<file path="src/rtl/serial_adder.sv">
// rtl/serial_adder.sv - bit-serial WIDTH-bit adder with valid/ready operand and result handshakes
module serial_adder #(
  parameter int WIDTH = 8
) (
  input  logic             clk,
  input  logic             reset,
  input  logic             start_valid,
  output logic             start_ready,
  input  logic [WIDTH-1:0] A,
  input  logic [WIDTH-1:0] B,
  input  logic             Cin,
  output logic [WIDTH-1:0] Sum,
  output logic             Cout,
  output logic             done_valid,
  input  logic             done_ready
);

  // Bit counter needs at least one bit even when WIDTH is 1.
  localparam int CW = (WIDTH > 1) ? $clog2(WIDTH) : 1;
  localparam logic [CW-1:0] LAST = CW'(WIDTH - 1);

  typedef enum logic [1:0] {
    IDLE = 2'd0,
    RUN  = 2'd1,
    DONE = 2'd2
  } state_t;

  state_t           state;
  state_t           state_next;

  logic [WIDTH-1:0] sh_a;
  logic [WIDTH-1:0] sh_b;
  logic [WIDTH-1:0] sh_sum;
  logic [WIDTH-1:0] sum_next;
  logic [WIDTH-1:0] s_msb;
  logic             carry;
  logic [CW-1:0]    cnt;

  logic             ha0_s;
  logic             ha0_c;
  logic             ha1_s;
  logic             ha1_c;
  logic             carry_next;
  logic             start_fire;
  logic             last_bit;

  // One-bit sum/carry stage: two cascaded half adders, carries merged by an OR.
  always_comb begin
    ha0_s      = sh_a[0] ^ sh_b[0];
    ha0_c      = sh_a[0] & sh_b[0];
    ha1_s      = ha0_s ^ carry;
    ha1_c      = ha0_s & carry;
    carry_next = ha0_c | ha1_c;
  end

  // New sum bit enters at the MSB so the LSB-first result ends up aligned after WIDTH shifts.
  always_comb begin
    s_msb            = '0;
    s_msb[WIDTH-1]   = ha1_s;
    sum_next         = (sh_sum >> 1) | s_msb;
  end

  assign start_fire = start_valid & start_ready;
  assign last_bit   = (cnt == LAST);

  // State register.
  always_ff @(posedge clk or posedge reset) begin
    if (reset) begin
      state <= IDLE;
    end else begin
      state <= state_next;
    end
  end

  // Next-state decode.
  always_comb begin
    state_next = state;
    case (state)
      IDLE:    if (start_fire) state_next = RUN;
      RUN:     if (last_bit) state_next = DONE;
      DONE:    if (done_ready) state_next = IDLE;
      default: state_next = IDLE;
    endcase
  end

  // Output decode: operands are accepted only while idle.
  always_comb begin
    start_ready = (state == IDLE);
  end

  // Datapath: operand load, per-bit shift/accumulate, and registered result.
  always_ff @(posedge clk or posedge reset) begin
    if (reset) begin
      sh_a       <= '0;
      sh_b       <= '0;
      sh_sum     <= '0;
      carry      <= 1'b0;
      cnt        <= '0;
      Sum        <= '0;
      Cout       <= 1'b0;
      done_valid <= 1'b0;
    end else begin
      case (state)
        IDLE: begin
          if (start_fire) begin
            sh_a   <= A;
            sh_b   <= B;
            carry  <= Cin;
            cnt    <= '0;
            sh_sum <= '0;
          end
        end
        RUN: begin
          sh_a   <= sh_a >> 1;
          sh_b   <= sh_b >> 1;
          carry  <= carry_next;
          sh_sum <= sum_next;
          cnt    <= cnt + CW'(1);
          if (last_bit) begin
            Sum        <= sum_next;
            Cout       <= carry_next;
            done_valid <= 1'b1;
          end
        end
        DONE: begin
          if (done_ready) begin
            done_valid <= 1'b0;
          end
        end
        default: begin
          done_valid <= 1'b0;
        end
      endcase
    end
  end

endmodule

</file>
<file path="config.mk">
export PLATFORM = sky130hd
export DESIGN_NAME = serial_adder
export DESIGN_NICKNAME = d
export VERILOG_FILES = /design/src/rtl/serial_adder.sv
export SDC_FILE = /design/constraint.sdc
export NUM_CORES = 1
export LEC_CHECK = 0
export BUFFER_PORTS_ARGS = -buffer_cell sky130_fd_sc_hd__buf_4
export CORE_MARGIN = 10
export CORE_UTILIZATION = 59
export CTS_CLUSTER_DIAMETER = 80
export DETAILED_ROUTE_END_ITERATION = 8
export PLACE_DENSITY_LB_ADDON = 0.12
export SETUP_SLACK_MARGIN = 0.15
export SLEW_MARGIN = 20
export SYNTH_ARGS = -nofsm -noshare
export SYNTH_HDL_FRONTEND = slang
export SYNTH_SLANG_ARGS = --single-unit
</file>
<file path="constraint.sdc">
create_clock -name clk -period 2.16 [get_ports clk]
set_input_delay 0.108 -clock clk [delete_from_list [all_inputs] [get_ports clk]]
set_output_delay 0.108 -clock clk [all_outputs]
set_load 0.02 [all_outputs]
</file>
==> results.py, run 1 <==
metrics = {
    "status": {
        "outcome": "finished, final reports clean",
    },
    "floorplan": {
        "num_rows": 20,
        "die_h_um": 75.6,
        "coreArea_um2": 3000,
        "start_util": 0.607,
        "die_area_um2": 5710,
        "die_w_um": 75.6,
        "pin_count": 32,
    },
    "timing": {
        "finalHoldViolCount": 0,
        "clock_skew_ns": 0.00833,
        "finalCriticalPeriod_ns": 1.73,
        "maxSlewViolCount": 0,
        "rsz0062_at_grt": "no",
        "setup_ws_ns": 0.432,
        "tns_ns": 0,
        "setup_viol": 0,
        "tightestPinTransition_ns": 0.760,
        "max_slew_margin": 0.492,
        "max_freq_mhz": 579,
        "whs_ns": 0.00638,
        "period_share": 0.800,
    },
    "synth": {
        "synth.area.top_cells": "dfrtp_1 54%, nor3b_1 5.8%, mux2_1 5.6%",
        "synth_top_area_share": 0.535,
        "synth.avg_cell_area_um2": 12.5,
        "synth_area_um2": 1820,
        "synth.distinct_cells": 27,
        "yosys.area.top_type": "dfrtp_1",
        "yosys_warnings": 0,
        "synth_seq_cells": 39,
        "async_reset_ff_frac": 1.00,
        "synth_seq_area_share": 0.535,
        "syn_nets": 170,
        "synth-main-ff-cell": "dfrtp_1",
        "synthCells": 146,
        "synth_edf_count": 0,
    },
    "critical_path": {
        "r2r_cells": 4,
        "criticalPathCategory": "reg -> out",
        "reg2reg_from": "cnt[0]",
        "crit_end": "start_ready",
        "cp-end-kind": "output port",
        "reg2reg_to": "Sum[1]",
        "crit_start": "state[0]",
        "crit_fanout": 26,
        "start_kind": "register",
        "arrival_ns": 1.62,
        "r2r_slack_ns": 0.47,
        "critPathRequiredTime_ns": 2.05,
    },
    "cts": {
        "cts_made_buffers": 5,
        "clkLatencyLatePin_ns": 0.35,
        "cts_buffer_depth": 2,
        "root_buffer": "clkbuf_4",
        "htreeDepth": 2,
        "postCtsSetupBuffers": 0,
        "cts_sinks": 39,
        "cts_tree": "yes",
        "path_clk_slew_ns": 0.11,
    },
    "layout": {
        "drive_gt1_frac": 0.281,
        "most-common-layout-cells": "39 x dfrtp_1, 34 x buf_4, 17 x inv_1",
        "area_growth_pct": 17.9,
        "n_antenna_cell": 0,
        "layout_commonest_cell": "dfrtp_1",
        "nets": 201,
        "fin_util": 0.716,
    },
    "detailed_routing": {
        "wl_met3_um": 267,
        "totalWireLength_um": 3630,
        "dr.pass1.iters": 4,
        "dr.max_layer_used": "met4",
        "route.detailed.drc": 0,
        "m1WireLength_um": 1500,
        "wl_met2_um": 1800,
        "ant_nets": 0,
        "vias": 1242,
        "routedWlPerCell_um": 17.2,
        "detail_route.vias_per_cell": 5.89,
        "dr.first_iter.drc_count": 124,
    },
    "global_routing": {
        "grt_max_degree": 40,
        "grt_first_pass_wirelength_um": 6440,
        "grt-ovfl-total": 0,
        "grt_pass1_vias": 1397,
        "grt_antenna_before_repair": 0,
        "gr-usage-all-layers": 0.147,
    },
    "power_and_ir_drop": {
        "seqPwrFrac": 0.425,
        "net-switching-power_w": 0.00108,
        "ir_worst_vdd_v": 0.000705,
        "finalPower_w": 0.00297,
        "p_clk_frac": 0.173,
        "powerDensity_nw_per_um2": 1380,
        "p_sw_frac": 0.362,
        "combPwrFrac": 0.402,
        "p_int_w": 0.00190,
        "p_leak_nw": 1.01,
    },
    "worst_hold_path": {
        "min_delay_path_depth": 2,
        "hold_path.class": "in -> reg",
        "min_from": "A[7]",
    },
    "place": {
        "port_buffers": 31,
        "place_congestion": 0.739,
        "post-place-ws_ns": 0.380,
        "dp_hpwl_um": 2550,
    },
    "run": {
        "max_cap_violations": 0,
    },
}
stage by stage:
step / cells / cell area (um^2)
2_1_floorplan: 146 / 1820
6_report: 211 / 2150
5_1_grt: 211 / 2150
4_1_cts: 211 / 2140
3_3_place_gp: 201 / 2040
3_5_place_dp: 201 / 2040
per-layer routing:
metal | vias to the layer above | track usage
met3 | 6 | 0.0573
met1 | 608 | 0.164
li1 | 594 | -
met4 | 0 | 0.0598
met2 | 34 | 0.247
met5 | - | 0
worst min-delay path by stage:
| stage | to | slack (ns) |
|---|---|---|
| floorplan | state[1] | 0.19 |
| global placement | Sum[5] | 0.25 |
| detailed placement | sh_a[0] | 0.26 |
| CTS | sh_a[7] | 0.001 |
| global route | sh_b[7] | 0.03 |
| finish | sh_a[7] | 0.006 |
worst max-delay path: stages, from the launching register on:
cell and delay, ns:
dfrtp_1 0.49, buf_4 0.26, nor2_2 0.31, buf_4 0.21
final cells by class:
| class | count | area, um^2 |
|---|---|---|
| clock buffer | 6 | 51.3 |
| clock inverter | 2 | 35.0 |
| multi-input combinational | 78 | 707 |
| timing repair buffer | 36 | 275 |
| sequential | 39 | 976 |
| fill | 236 | 853 |
| tap | 33 | 41.3 |
| inverter | 17 | 63.8 |
cell usage after synthesis, drive strengths merged (2+ instances only):
library cell and count:
a211oi 11, buf 10, ha 2, nor4b 11
inv 17, mux2 10, a32o 2, a22o 10
a221oi 3, clkbuf 2, nor3b 14, nor2b 5
nand2b 2, dfrtp 39
cell families (layout without fill, tap and decap cells):
| family | Yosys count | count (layout) | share of synthesized area |
|---|---|---|---|
| DFF | 39 | 39 | 0.535 |
| and+or+nand+nor | 34 | 34 | 0.149 |
| AOI/OAI and AO/OA | 31 | 31 | 0.148 |
| buffers and inverters | 29 | 61 | 0.0810 |
| muxes | 10 | 10 | 0.0618 |
| adders and majority gates | 3 | 3 | 0.0247 |
what timing repair did:
item / CTS / global route
resized for setup: 0 / 0
hold endpoints to repair: 40 / 0
hold buffers: 2 / 0
sequential cells by signal (all words and copies together) (netlist names):
| signal | cells |
|---|---|
| sh_sum | 7 |
| cnt | 3 |
| sh_b | 8 |
| Cout | 1 |
| sh_a | 8 |
| Sum | 8 |
| done_valid | 1 |
| carry | 1 |
| state | 2 |
power by group through the flow:
stage                     combinational (W)  clock (W)  sequential [W]
after floorplan                    0.000828          0         0.00131
after global placement              0.00114          0         0.00125
after detailed placement            0.00120          0         0.00128
after CTS                           0.00121   0.000525         0.00126
after global routing                0.00134   0.000556         0.00131
final                               0.00120   0.000514         0.00126
No activity file was read; power rests on OpenSTA's default activity.
==> inputs of run 2 (changes only) <==
--- a/config.mk
+++ b/config.mk
@@ -7,7 +7,7 @@
 export LEC_CHECK = 0
 export BUFFER_PORTS_ARGS = -buffer_cell sky130_fd_sc_hd__buf_4
 export CORE_MARGIN = 10
-export CORE_UTILIZATION = 59
+export CORE_UTILIZATION = 55
 export CTS_CLUSTER_DIAMETER = 80
 export DETAILED_ROUTE_END_ITERATION = 8
 export PLACE_DENSITY_LB_ADDON = 0.12
==> constraint.sdc (replaced) <==
create_clock -name clk -period 1.6 [get_ports clk]
set_input_delay 0.08 -clock clk [delete_from_list [all_inputs] [get_ports clk]]
set_output_delay 0.08 -clock clk [all_outputs]
set_load 0.02 [all_outputs]
==> results.py, run 2 (same netlist as run 1, synthesis figures left out) <==
metrics = {
    "floorplan": {
        "pin_count": 32,
        "coreArea_um2": 3100,
        "die_h_um": 77.6,
        "num_rows": 20,
        "start_util": 0.587,
        "die_w_um": 77.6,
        "die_area_um2": 6020,
    },
    "layout": {
        "drive_gt1_frac": 0.383,
        "layout_commonest_cell": "buf_4",
        "fin_util": 0.754,
        "most-common-layout-cells": "38 x buf_4, 37 x dfrtp_1, 17 x inv_1",
        "reg.largest.list": "Sum x8, sh_a x8, sh_b x8",
        "nets": 211,
        "n_antenna_cell": 0,
        "area_growth_pct": 28.3,
        "nFillCells": 232,
    },
    "place": {
        "port_buffers": 31,
        "dp_hpwl_um": 2760,
        "place_congestion": 0.759,
    },
    "cts": {
        "cts_sinks": 39,
        "cts_buffer_depth": 2,
        "htreeDepth": 2,
        "cts_tree": "yes",
        "cts_made_buffers": 5,
        "path_clk_slew_ns": 0.12,
        "root_buffer": "clkbuf_4",
        "clkLatencyLatePin_ns": 0.35,
    },
    "power_and_ir_drop": {
        "powerDensity_nw_per_um2": 1860,
        "ir_worst_vdd_v": 0.000958,
        "p_leak_nw": 1.11,
    },
    "global_routing": {
        "grt_max_degree": 40,
        "grt_pass1_vias": 1359,
        "gr-usage-all-layers": 0.135,
        "grt_antenna_before_repair": 0,
        "grt-ovfl-total": 0,
        "grt_first_pass_wirelength_um": 6820,
    },
    "critical_path": {
        "criticalPathCategory": "reg -> reg",
        "r2r_cells": 5,
        "critPathRequiredTime_ns": 1.84,
        "crit_fanout": 5,
        "arrival_ns": 1.81,
        "start_kind": "register",
        "cp-end-kind": "register",
    },
    "worst_hold_path": {
        "hold_path.class": "in -> reg",
        "min_delay_path_depth": 3,
    },
    "timing": {
        "maxSlewViolCount": 0,
        "period_share": 0.981,
        "tightestPinTransition_ns": 0.491,
        "clock_skew_ns": 0.00933,
        "tns_ns": 0,
        "max_slew_margin": 0.671,
        "setup_viol": 0,
        "finalCriticalPeriod_ns": 1.57,
        "finalHoldViolCount": 0,
        "max_freq_mhz": 637,
        "rsz0062_at_grt": "yes",
    },
    "detailed_routing": {
        "totalWireLength_um": 4170,
        "ant_nets": 0,
        "routedWlPerCell_um": 18.0,
        "detail_route.vias_per_cell": 5.79,
        "route.detailed.drc": 0,
        "vias": 1344,
        "dr.first_iter.drc_count": 81,
        "dr.pass1.iters": 4,
    },
    "status": {
        "outcome": "finished, final reports clean",
    },
    "run": {
        "max_cap_violations": 0,
    },
}
[run 2: routing by layer]
metal  vias to the layer above  global-route usage  part of all wire
li1                        612                   -                 -
met1                       692               0.185              0.46
met2                        32               0.203              0.48
met3                         8              0.0461             0.051
met4                         0              0.0274             0.012
met5                         -                   0                 0
[run 2: final cells by class]
cell class	instances	area (um^2)	area share
inverters	17	63.8	0.0273
well taps	44	55.1	0.0235
multi-input cells	78	763	0.326
repair buffers	46	393	0.168
flip-flops and latches	39	978	0.418
clock inverters	2	35.0	0.0150
clock buffers	6	51.3	0.0219
[run 2: worst max-delay path: stages, from the launching register on]
cell       delay, ns
dfrtp_1         0.41
ha_2            0.21
ha_4            0.16
nand3b_1        0.19
clkbuf_16       0.20
mux2_4          0.29
[run 2: where the power goes]
part	switching (W)	internal, W
combinational	0.000934	0.00100
sequential	0.000317	0.00142
clock	0.000318	0.000369
total	0.00157	0.00279
[run 2: per-stage QoR]
stage	area, um^2	hold WS, ns	instances	power [W]	setup slack [ns]
final	2340	0.0511	232	0.00436	0.0301
after global routing	2340	0.0452	232	0.00466	0.0150
after CTS	2230	0.0550	229	0.00414	0.0658
after global placement	2080	0.222	215	0.00331	0.127
after detailed placement	2080	0.238	215	0.00342	0.0756
after floorplan	1830	0.166	146	0.00288	0.176
[run 2: final timing paths]
kind,startpoint,endpoint,slack (ns)
max in group asynchronous,reset,state[1],0.84
hold reg to reg,sh_sum[1],sh_sum[1],0.51
min in group asynchronous,reset,sh_a[1],0.40
setup reg to reg,cnt[1],Sum[7],0.03
hold / removal,Cin,carry,0.05
setup / recovery,cnt[1],Sum[7],0.03
[run 2: what timing repair did]
action | 4_1_cts | 5_1_grt
hold endpoints to repair | 42 | 0
gates cloned | 0 | 1
pin swaps | 1 | 1
setup endpoints to repair | 33 | 35
setup buffers | 2 | 2
hold buffers | 4 | 0
gates resized for setup | 1 | 18
